[src/rtl/pulse_sync_tx.sv]
// Source-side transmitter for a strobe-qualified multi-bit CDC path: holds a word,
// raises a level strobe and completes a 4-phase handshake against a synchronized ack.
module pulse_sync_tx #(
  parameter int unsigned N       = 8,
  parameter int unsigned TIMEOUT = 255,
  parameter int unsigned CW      = 8
) (
  input  logic         clk,
  input  logic         rst_n,
  input  logic         ena,
  input  logic [N-1:0] in_data,
  input  logic         in_valid,
  output logic         in_ready,
  output logic [N-1:0] data_out,
  output logic         stb,
  input  logic         ack_in,
  output logic         done,
  output logic         timeout_err,
  input  logic         err_clr
);

  typedef enum logic [1:0] {IDLE, SETUP, REQ, REL} state_t;

  localparam logic [CW-1:0] TMO = CW'(TIMEOUT);

  state_t         state, state_nx;
  logic [N-1:0]   data_nx;
  logic           stb_nx, done_nx, err_nx, set_err;
  logic           to_flag, to_flag_nx;
  logic [CW-1:0]  cnt, cnt_nx, cnt_inc;
  logic           ack_s1, ack_s;
  logic           wd_hit;

  assign in_ready = (state == IDLE) && ena;
  assign wd_hit   = (TIMEOUT != 0) && (cnt == TMO);
  // Saturating increment; a zero TIMEOUT pins the counter at zero.
  assign cnt_inc  = ((TIMEOUT == 0) || (cnt == TMO)) ? cnt : cnt + CW'(1);

  always_comb begin
    state_nx   = state;
    data_nx    = data_out;
    stb_nx     = stb;
    done_nx    = 1'b0;
    set_err    = 1'b0;
    cnt_nx     = cnt;
    to_flag_nx = to_flag;
    case (state)
      IDLE: begin
        stb_nx = 1'b0;
        if (in_valid && in_ready) begin
          data_nx  = in_data;
          state_nx = SETUP;
        end
      end
      SETUP: begin
        stb_nx     = 1'b1;
        cnt_nx     = '0;
        to_flag_nx = 1'b0;
        state_nx   = REQ;
      end
      REQ: begin
        if (ack_s) begin
          stb_nx   = 1'b0;
          cnt_nx   = '0;
          state_nx = REL;
        end else if (wd_hit) begin
          stb_nx     = 1'b0;
          set_err    = 1'b1;
          to_flag_nx = 1'b1;
          cnt_nx     = '0;
          state_nx   = REL;
        end else begin
          cnt_nx = cnt_inc;
        end
      end
      REL: begin
        stb_nx = 1'b0;
        if (!ack_s) begin
          // A transfer whose request already timed out ends silently.
          done_nx  = !to_flag;
          state_nx = IDLE;
        end else if (wd_hit) begin
          set_err  = 1'b1;
          state_nx = IDLE;
        end else begin
          cnt_nx = cnt_inc;
        end
      end
      default: state_nx = IDLE;
    endcase
    err_nx = set_err | (timeout_err & ~err_clr);
  end

  always_ff @(posedge clk or negedge rst_n) begin
    if (!rst_n) begin
      state       <= IDLE;
      data_out    <= '0;
      stb         <= 1'b0;
      done        <= 1'b0;
      timeout_err <= 1'b0;
      cnt         <= '0;
      to_flag     <= 1'b0;
      ack_s1      <= 1'b0;
      ack_s       <= 1'b0;
    end else if (ena) begin
      state       <= state_nx;
      data_out    <= data_nx;
      stb         <= stb_nx;
      done        <= done_nx;
      timeout_err <= err_nx;
      cnt         <= cnt_nx;
      to_flag     <= to_flag_nx;
      ack_s1      <= ack_in;
      ack_s       <= ack_s1;
    end
  end

endmodule

[config.mk]
export PLATFORM = sky130hd
export DESIGN_NAME = pulse_sync_tx
export DESIGN_NICKNAME = d
export VERILOG_FILES = /design/src/rtl/pulse_sync_tx.sv
export SDC_FILE = /design/constraint.sdc
export NUM_CORES = 1
export LEC_CHECK = 0
export BUFFER_PORTS_ARGS = -buffer_cell sky130_fd_sc_hd__clkbuf_2
export CORE_MARGIN = 1
export CORE_UTILIZATION = 49
export CTS_CLUSTER_DIAMETER = 30
export CTS_CLUSTER_SIZE = 25
export DETAILED_ROUTE_END_ITERATION = 8
export PLACE_DENSITY_LB_ADDON = 0.25
export SYNTH_ARGS = -nofsm -noshare
export SYNTH_HDL_FRONTEND = slang
export SYNTH_SLANG_ARGS = --single-unit
[constraint.sdc]
create_clock -name clk -period 2.45 [get_ports clk]
set_clock_uncertainty 0.2 [all_clocks]
set_input_delay 0.1225 -clock clk [delete_from_list [all_inputs] [get_ports clk]]
set_output_delay 0.1225 -clock clk [all_outputs]
set_load 0.01 [all_outputs]
### Word level (Yosys, flattened, before mapping)

Index checks and enable logic that the tools add are counted.

| word-level totals | value |
|---|---|
| output and inout bits | 12 |
| word-level logic and storage cells | 59 |
| register bits | 24 |
| input bits | 14 |

| cells by class | value |
|---|---|
| reductions and logical operators | 12 |
| multiplexer cells | 23 |
| equal/unequal tests | 11 |
| add/subtract/negate cells | 1 |
| bitwise logic cells | 3 |

Operators with widths:

| cell | count |
|---|---|
| 8-bit 2-to-1 mux | 4 |
| 8-bit case mux with 3 select lines | 1 |
| 4-bit AND reduction | 3 |
| 2-bit 2-to-1 mux | 5 |
| 1-bit 2-to-1 mux | 9 |
| 8-bit by 1-bit adder with 8-bit output (second input constant) | 1 |
| 8-bit == test (second input constant) | 1 |
| 2-bit inequality test (second input constant) | 4 |
| 2-bit case mux with 4 select lines | 1 |
| 3-bit inequality test (second input constant) | 2 |
| 2-bit == test (second input constant) | 2 |
| 1-bit case mux with 2 select lines | 2 |
| 1-bit case mux with 3 select lines | 1 |
| 3-bit AND reduction | 1 |
| 3-bit nonzero test | 1 |
| 2-bit by 1-bit == test with 1-bit output (second input constant) | 1 |
| 1-bit logical AND | 2 |
| 2-bit logical NOT | 1 |
| 2-bit by 1-bit inequality test with 1-bit output (second input constant) | 1 |
| 2-bit AND reduction | 1 |
| 2-bit nonzero test | 1 |
| 2-bit OR reduction | 1 |
| 1-bit AND | 1 |
| 1-bit logical NOT | 1 |
| other kinds (2) | 2 |

### Depth between registers and ports, before layout

Gate-level depths: netlist (run 1).

| depth | value |
|---|---|
| word-level depth | 5 |
| gate-level depth with buffers | 7 |
| depth with buffers taken out | 6 |

### Worst setup path after synthesis (run 1)

No wires, ideal clock.

| path | value |
|---|---|
| kind | register to register |
| start | register cnt[0] |
| end | register state[1] |
| setup slack | 0.513 ns |
| data arrival time | 1.612 ns |
| buffers on the path | 0 |
| required time | 2.125 ns |
| clock period less this slack | 1.937 ns |
| library setup time | 0.125 ns |
| stages on the path, launching flop included | 6 |
| cells stage by stage | dfrtp_1 -> ha_1 -> nand3_1 -> or2_2 -> a21oi_2 -> mux2_2 |

| between the ends | value |
|---|---|
| word-level cells in the longest chain between the ends | 3 |
| elaborated cells between the ends (all ways) | 4 |
| those cells by class | eq/ne (3); reduce/logical (1) |

RTL lines:

| element | line | RTL |
|---|---|---|
| start: declaration | 30 | `logic [CW-1:0] cnt, cnt_nx, cnt_inc;` |
| start signal: assignment | 111 | `cnt <= cnt_nx;` |
| 8-bit == test (*) | 35 | `assign wd_hit = (TIMEOUT != 0) && (cnt == TMO);` |
| 3-bit inequality test (no source line) | -- |  |
| 4-bit AND reduction (no source line) (*) | -- |  |
| end signal: assignment | 106 | `state <= state_nx;` |
| end: declaration | 26 | `state_t state, state_nx;` |

Every way passes the cells marked *; elsewhere a longest branch is shown, timed or not.
A chain may end at the register's enable or synchronous reset.

### Worst setup path in the final report (run 1)

| path | value |
|---|---|
| start | register state[1] |
| end | register cnt[6] |

| between the ends | value |
|---|---|
| word-level cells in the longest chain between the ends | 3 |
| elaborated cells between the ends (all ways) | 8 |
| those cells by class | eq/ne (5); mux (1); reduce/logical (2) |

RTL lines:

| element | line | RTL |
|---|---|---|
| 2-bit == test or 2-bit by 1-bit == test with 1-bit output (tied branches) | 47 | `case (state)` |
| 2-bit inequality test (no source line) or 3-bit nonzero test (tied branches) | -- |  |
| 4-bit AND reduction (no source line) | -- |  |

Several ways; a longest one is shown, not always the timed one.

==> metrics.yaml, run 1 <==
timing:
  max_freq_mhz: 454.1
  fin_ws_ns: 0.2477
  slew_headroom_pct: 59.33
  maxSlewViolCount: 0
  hold_viol: 0
  tightest_slew_ns: 0.6086
  setup_tns_ns: 0
  finalCriticalPeriod_ns: 2.202
  setup_viol: 0
  fin_crit_sh_pct: 89.89
  rsz0062_at_grt: "no"
yosys:
  synthTopCellsByArea: "dfrtp_1 (48%), mux2_2 (11%), ha_1 (6.0%)"
  syn-instance-count: 106
  async_reset_ff_share_pct: 100.0
  synth_top_area_share_pct: 48.24
  synth_ff_type: "dfrtp_1"
  synth_top_area_cell: "dfrtp_1"
  synth-seq-cells: 24
  synth_seq_area_share_pct: 48.24
  postSynthNetCount: 126
  synth_cell_types: 28
  synth_area_per_cell_um2: 11.74
  syn_area_um2: 1245
  synth_edf_count: 0
  ys_warn_count: 0
final_layout:
  area_growth_pct: 25.53
  num_antenna_cells: 0
  drive_gt1_share_pct: 34.48
  fin_nets: 166
  final_cell_mix: "clkbuf_2 (25), dfrtp_1 (24), mux2_2 (12), dlygate4sd3_1 (12), nand2_1 (10)"
  layout_commonest_cell: "clkbuf_2"
  final_area_um2: 1563
  final_util_pct: 68.03
route:
  final_antenna_net_count: 0
  drcViolationCount: 0
  vias_per_cell: 5.335
  dr.pass1.iters: 4
  post_drt_wl_per_cell_um: 12.94
  vias: 923
  drt_iter0_drc: 8
  finalWirelength_mm: 2.238
critical_path:
  worst_setup_path_start_kind: "register"
  critical_path.max_stage_delay_ns: 0.53
  path_max_fanout: 15
  critical_path_class: "register to register"
  crit_arrival_ns: 2.25
  cp_data_required_time_ns: 2.50
  critPathCaptureType: "register"
  crit_path_cell_trace: "inv_1, ha_1, mux2_4, o311ai_4, or4_1, a21oi_1"
  cpMaxStageDelayCell: "or4_1"
clocking:
  clk_pin_slew_ns: 0.13
  clock_latency_ns: 0.32
  clk_path_buf_depth: 2
  cts_inserted_buffers: 3
  cts_tree: "yes"
  cts-htree-levels: 1
  clock_sink_count: 24
  cts_root_buf: "clkbuf_4"
place:
  dp_hpwl_mm: 1.583
  placed_area_um2: 1390
  dp_slack_ns: 0.3384
  gp_congestion: 0.8008
  portBuffers: 25
job:
  maxCapViolCount: 0
global_routing:
  grt_pass1_vias: 885
  grt_start_max_net_pins: 25
  grt_pass1_wl_mm: 3.767
  track_usage_pct: 19.08
  antenna_found_initial: 0
  gr-total-overflow: 0
power:
  p_per_area_nw_per_um2: 937.3
  irDropWorstVdd_uv: 663.5
  leakagePower_nw: 0.7201
  p_total_mw: 1.465
floorplan:
  rows: 17
  die_w_um: 52.41
  design.core.area_um2: 2297
  dieArea_um2: 2746
  start_util_pct: 54.19
  die_h_um: 52.41
  ios: 26
min_path:
  hp-class: "primary input to register"
status:
  status: "complete, no violations"
through the flow:
| stage | instances | hold slack (ns) |
|---|---|---|
| 2_1_floorplan | 106 | -0.3731 |
| 3_3_place_gp | 157 | -0.04923 |
| 3_5_place_dp | 157 | -0.04991 |
| 4_1_cts | 173 | 0.08887 |
| 5_1_grt | 173 | 0.1201 |
| 6_report | 173 | 0.08911 |
repair_timing:
action,in CTS,in global routing
hold buffers,12,0
endpoints found under the hold margin,35,0
setup buffers,0,0
resized for setup,0,0
logic make-up after synthesis:
family          share of synthesized area, %
flops                                  48.24
mux                                    12.86
simple gates                           15.18
fa+ha+maj                              6.030
buf+inv                                3.015
compound gates                         14.67
registers in the layout, indices dropped and copies added (netlist names):
| register | cells |
|---|---|
| ack_s | 1 |
| ack_s1 | 1 |
| cnt | 8 |
| data_out | 8 |
| done | 1 |
| state | 2 |
| stb | 1 |
| timeout_err | 1 |
| to_flag | 1 |
power breakdown:
part           internal, mW  total [mW]  leakage [nW]  switching, mW
clock network         0.165       0.282        0.0279          0.117
logic                 0.289       0.604         0.384          0.316
registers             0.510       0.578         0.308         0.0688
final cells by class:
cell class                      instances  area, µm²
Fill cell                             168      734.5
Clock buffer                            3      22.52
Multi-Input combinational cell         74      606.8
Timing Repair Buffer                   37      245.2
Inverter                                6      22.52
Sequential cell                        24      600.6
Tap cell                               28      35.03
Clock inverter                          1      30.03
metal layers:
metal  GRT usage (%)  vias to the layer above  wire length [µm]
met5               0                        -                 0
met2           34.60                       19              1116
met1           21.64                      438              1006
li1                -                      461                 -
met4           7.018                        0                36
met3           4.058                        5                79
Yosys cell counts, types with 2 or more instances:
cell	number
nand2_1	10
o21ai_0	9
dfrtp_1	24
nand3_1	5
or4_1	3
mux2_2	12
or3_1	2
inv_1	6
ha_1	6
a21oi_1	5
o31ai_1	3
nor2_1	5
worst max-delay path, delay by kind of cell (launching register included):
family          cells  cell delay [ns]
mux                 1             0.17
simple gates        1             0.53
compound gates      2             0.35
fa+ha+maj           1             0.33
buf+inv             1             0.11
flops               1             0.43
path summary, 6_finish.rpt:
path / startpoint / endpoint / slack (ns) / cells past startpoint
max reg2reg: state[1]$_DFFE_PN0P_ / cnt[6]$_DFFE_PN0P_ / 0.25 / 6
max in group asynchronous: rst_n / stb$_DFFE_PN0P_ / 1.56 / 2
min reg2reg: timeout_err$_DFFE_PN0P_ / timeout_err$_DFFE_PN0P_ / 0.32 / 1
min: in_valid / state[0]$_DFFE_PN0P_ / 0.09 / 4
max: state[1]$_DFFE_PN0P_ / cnt[6]$_DFFE_PN0P_ / 0.25 / 6
min in group asynchronous: rst_n / cnt[7]$_DFFE_PN0P_ / 0.11 / 2
Power figures use the tool's default switching activity.
==> run 2, diff against run 1 <==
Settings changed: PLACE_DENSITY_LB_ADDON 0.25 to 0.1.
==> metrics.yaml, run 2 (synthesis gave the netlist of run 1 again) <==
final_layout:
  area_growth_pct: 22.31
  fin_nets: 165
  num_antenna_cells: 0
  final_cell_mix: "clkbuf_2 (25), dfrtp_1 (24), mux2_2 (12)"
  drive_gt1_share_pct: 34.27
  final_util_pct: 66.29
  fillCellCount: 202
  layout_commonest_cell: "clkbuf_2"
  top_regs: "cnt x8, data_out x8, state x2"
place:
  gp_congestion: 0.7623
  portBuffers: 25
  dp_hpwl_mm: 1.624
route:
  finalWirelength_mm: 2.372
  dr.pass1.iters: 4
  vias: 921
  vias_per_cell: 5.386
  drcViolationCount: 0
  post_drt_wl_per_cell_um: 13.87
  drt_iter0_drc: 9
  final_antenna_net_count: 0
critical_path:
  crit_arrival_ns: 2.20
  critical_path_class: "register to register"
  cp_data_required_time_ns: 2.46
  ff2ff_setup_slack_ns: 0.26
  worst_setup_path_start_kind: "register"
  path_max_fanout: 15
  critPathCaptureType: "register"
timing:
  slew_headroom_pct: 56.64
  setup_viol: 0
  hold_slack_ns: 0.01988
  max_freq_mhz: 456.8
  hold_viol: 0
  fin_crit_sh_pct: 89.35
  tightest_slew_ns: 0.6488
  setup_tns_ns: 0
  finalCriticalPeriod_ns: 2.189
  rsz0062_at_grt: "no"
  maxSlewViolCount: 0
clocking:
  hold_buffers: 11
  cts-htree-levels: 1
  clk_path_buf_depth: 2
  cts_repair_resize_count: 0
  cts_tree: "yes"
  cts_root_buf: "clkbuf_4"
  cts_inserted_buffers: 3
  clock_sink_count: 24
  clk_pin_slew_ns: 0.12
  post_cts_buffers: 0
  clock_latency_ns: 0.30
floorplan:
  die_h_um: 52.41
  die_w_um: 52.41
  design.core.area_um2: 2297
  rows: 17
  dieArea_um2: 2746
  start_util_pct: 54.19
  ios: 26
job:
  maxCapViolCount: 0
power:
  irDropWorstVdd_uv: 662.6
  leakagePower_nw: 0.7017
  p_per_area_nw_per_um2: 889.8
  p_total_mw: 1.355
global_routing:
  grt_start_max_net_pins: 25
  gr-total-overflow: 0
  grt_pass1_wl_mm: 3.946
  grt_pass1_vias: 845
  track_usage_pct: 20.17
  antenna_found_initial: 0
min_path:
  hp-class: "primary input to register"
status:
  status: "complete, no violations"
## run 2: changes by cell type in the layout (fill, tap and decap cells not counted)
cell | previous run | this run
bufinv_16 | 1 | 0
dlygate4sd3_1 | 12 | 11
## run 2: cell type report
| class | instances | area, µm² | share of cell area [%] |
|---|---|---|---|
| tap | 28 | 35.03 | 2.301 |
| timing repair buffer | 36 | 235.2 | 15.45 |
| multi-input combinational | 74 | 606.8 | 39.85 |
| inverter | 6 | 22.52 | 1.479 |
| clock buffer | 3 | 22.52 | 1.479 |
| sequential | 24 | 600.6 | 39.44 |
## run 2: power breakdown
group | total [mW] | internal, mW | leakage, nW | switching (mW)
Combinational | 0.606 | 0.287 | 0.380 | 0.319
Sequential | 0.581 | 0.510 | 0.308 | 0.0709
Clock | 0.168 | 0.0573 | 0.0138 | 0.110
## run 2: path summary, 6_finish.rpt
kind                                         startpoint                 endpoint  cells past startpoint
worst max-delay path                 cnt[0]$_DFFE_PN0P_       cnt[2]$_DFFE_PN0P_                      5
worst min-delay path                                ena      to_flag$_DFFE_PN0P_                      3
worst max register to register       cnt[0]$_DFFE_PN0P_       cnt[2]$_DFFE_PN0P_                      5
worst min register to register  timeout_err$_DFFE_PN0P_  timeout_err$_DFFE_PN0P_                      1
max in group asynchronous                         rst_n       cnt[4]$_DFFE_PN0P_                      2
min in group asynchronous                         rst_n       cnt[3]$_DFFE_PN0P_                      2
## run 2: routing by layer
layer	up-vias	wire length, µm	track usage (%)
li1	457	-	-
met1	434	1152	28.04
met2	26	1107	30.80
met3	4	80	3.768
met4	0	32	7.895
met5	-	0	0
## run 2: per-stage QoR
step / cell area [µm²] / worst slack (ns) / cells
after floorplan: 1245 / 0.5135 / 106
after global placement: 1390 / 0.3876 / 157
after detailed placement: 1390 / 0.3097 / 157
after CTS: 1523 / 0.2714 / 171
after global routing: 1523 / 0.1294 / 171
final: 1523 / 0.2609 / 171
## run 2: critical path, stage by stage, from the launching register on
cell and delay [ns]:
dfrtp_1 0.41, ha_1 0.36, nand2_8 0.07, o311ai_4 0.60
nor2_1 0.16, a2111oi_4 0.29
==> run 3, diff against run 2 <==
Settings changed: PLACE_DENSITY_LB_ADDON 0.1 to 0.3, SLEW_MARGIN from default to 15.
==> metrics.yaml, run 3 (synthesis gave the netlist of run 1 again) <==
power:
  p_per_area_nw_per_um2: 947.9
  irDropWorstVdd_uv: 620.3
  leakagePower_nw: 0.7159
min_path:
  hold_end: "to_flag$_DFFE_PN0P_"
  min_path_cells: 3
  hp-class: "primary input to register"
  hp-start: "ena"
critical_path:
  critical_path_class: "register to register"
  worst_setup_path_start_kind: "register"
  crit_path_cell_trace: "inv_1, ha_1, mux2_4, o311ai_4, or4_1, a21oi_1"
  ff2ff_setup_slack_ns: 0.28
  path_max_fanout: 15
  crit_arrival_ns: 2.22
  critPathCaptureType: "register"
  r2r-start: "state[1]$_DFFE_PN0P_"
  cpMaxStageDelayCell: "or4_1"
  r2r_cells: 6
  critical_path.max_stage_delay_ns: 0.52
  cp_data_required_time_ns: 2.50
  reg2reg_to: "cnt[7]$_DFFE_PN0P_"
timing:
  hold_viol: 0
  maxSlewViolCount: 0
  rsz0062_at_grt: "no"
  slew_headroom_pct: 59.39
  setup_tns_ns: 0
  fin_crit_sh_pct: 88.42
  finalCriticalPeriod_ns: 2.166
  tightest_slew_ns: 0.6077
  setup_viol: 0
  max_freq_mhz: 461.6
route:
  dr.pass1.iters: 4
  final_antenna_net_count: 0
  post_drt_wl_per_cell_um: 13.65
  vias_per_cell: 5.372
  drt_iter0_drc: 15
  drcViolationCount: 0
  vias: 924
  finalWirelength_mm: 2.348
final_layout:
  layout_commonest_cell: "clkbuf_2"
  num_antenna_cells: 0
  final_cell_mix: "clkbuf_2 (25), dfrtp_1 (24), mux2_2 (12)"
  top_regs: "cnt x8, data_out x8, state x2"
  fillCellCount: 168
  drive_gt1_share_pct: 34.72
  fin_nets: 165
  layoutNonFillerInstCount: 172
  area_growth_pct: 24.72
clocking:
  cts_inserted_buffers: 3
  clk_path_buf_depth: 2
  clock_latency_ns: 0.31
  hold_buffers: 11
  cts_tree: "yes"
  cts_root_buf: "clkbuf_4"
  clock_sink_count: 24
  cts_repair_resize_count: 0
  cts-htree-levels: 1
  post_cts_buffers: 0
  clk_pin_slew_ns: 0.13
floorplan:
  ios: 26
  rows: 17
  die_w_um: 52.41
  start_util_pct: 54.19
  dieArea_um2: 2746
  die_h_um: 52.41
  design.core.area_um2: 2297
place:
  portBuffers: 25
  dp_hpwl_mm: 1.633
  place_inst: 157
  gp_congestion: 0.8244
global_routing:
  gr-total-overflow: 0
  antenna_found_initial: 0
  track_usage_pct: 19.37
  grt_pass1_wl_mm: 3.801
  grt_pass1_vias: 910
  grt_start_max_net_pins: 25
status:
  status: "complete, no violations"
job:
  maxCapViolCount: 0
-- run 3: through the flow --
| stage | instance area [µm²] | hold slack, ns | utilization, % | worst slack, ns | power (mW) |
|---|---|---|---|---|---|
| after floorplan | 1245 | -0.3731 | - | 0.5135 | 1.013 |
| after global placement | 1390 | -0.05154 | 60.51 | 0.3759 | 1.150 |
| after detailed placement | 1390 | -0.04875 | 60.51 | 0.3162 | 1.178 |
| after CTS | 1553 | 0.001440 | 67.59 | 0.2898 | 1.482 |
| after global routing | 1553 | 0.009834 | 67.59 | 0.1453 | 1.570 |
| final | 1553 | 0.01924 | 67.59 | 0.2837 | 1.472 |
-- run 3: critical path, delay by kind of cell (launching register included) --
kind,cells,cell delay [ns]
simple gates,1,0.52
buf+inv,1,0.10
mux,1,0.18
flops,1,0.43
compound gates,2,0.35
fa+ha+maj,1,0.32
-- run 3: cell type report --
type	count	area, µm²	area share [%]
Inverter	6	22.52	1.450
Timing Repair Buffer	36	235.2	15.15
Sequential cell	24	600.6	38.68
Tap cell	28	35.03	2.256
Multi-Input combinational cell	74	606.8	39.08
Clock buffer	3	22.52	1.450
Clock inverter	1	30.03	1.934
-- run 3: report_power, final --
part,switching (mW),internal (mW)
clock network,0.122,0.165
registers,0.0736,0.510
logic,0.314,0.287
-- run 3: worst max path at each step --
stage / startpoint / to / slack, ns / cells past startpoint
after CTS: state[1]$_DFFE_PN0P_ / cnt[7]$_DFFE_PN0P_ / 0.29 / 6
final: state[1]$_DFFE_PN0P_ / cnt[7]$_DFFE_PN0P_ / 0.28 / 6
after detailed placement: state[1]$_DFFE_PN0P_ / cnt[7]$_DFFE_PN0P_ / 0.32 / 6
after global placement: state[1]$_DFFE_PN0P_ / cnt[7]$_DFFE_PN0P_ / 0.38 / 6
after floorplan: cnt[0]$_DFFE_PN0P_ / state[1]$_DFFE_PN0P_ / 0.51 / 5
after global routing: state[1]$_DFFE_PN0P_ / cnt[5]$_DFFE_PN0P_ / 0.15 / 6
-- run 3: routing by layer --
layer | vias up | wire (µm) | global-route usage (%)
met3 | 4 | 73 | 3.188
met4 | 0 | 40 | 10.53
met5 | - | 0 | 0
met1 | 443 | 1034 | 22.93
met2 | 17 | 1200 | 33.12
li1 | 460 | - | -
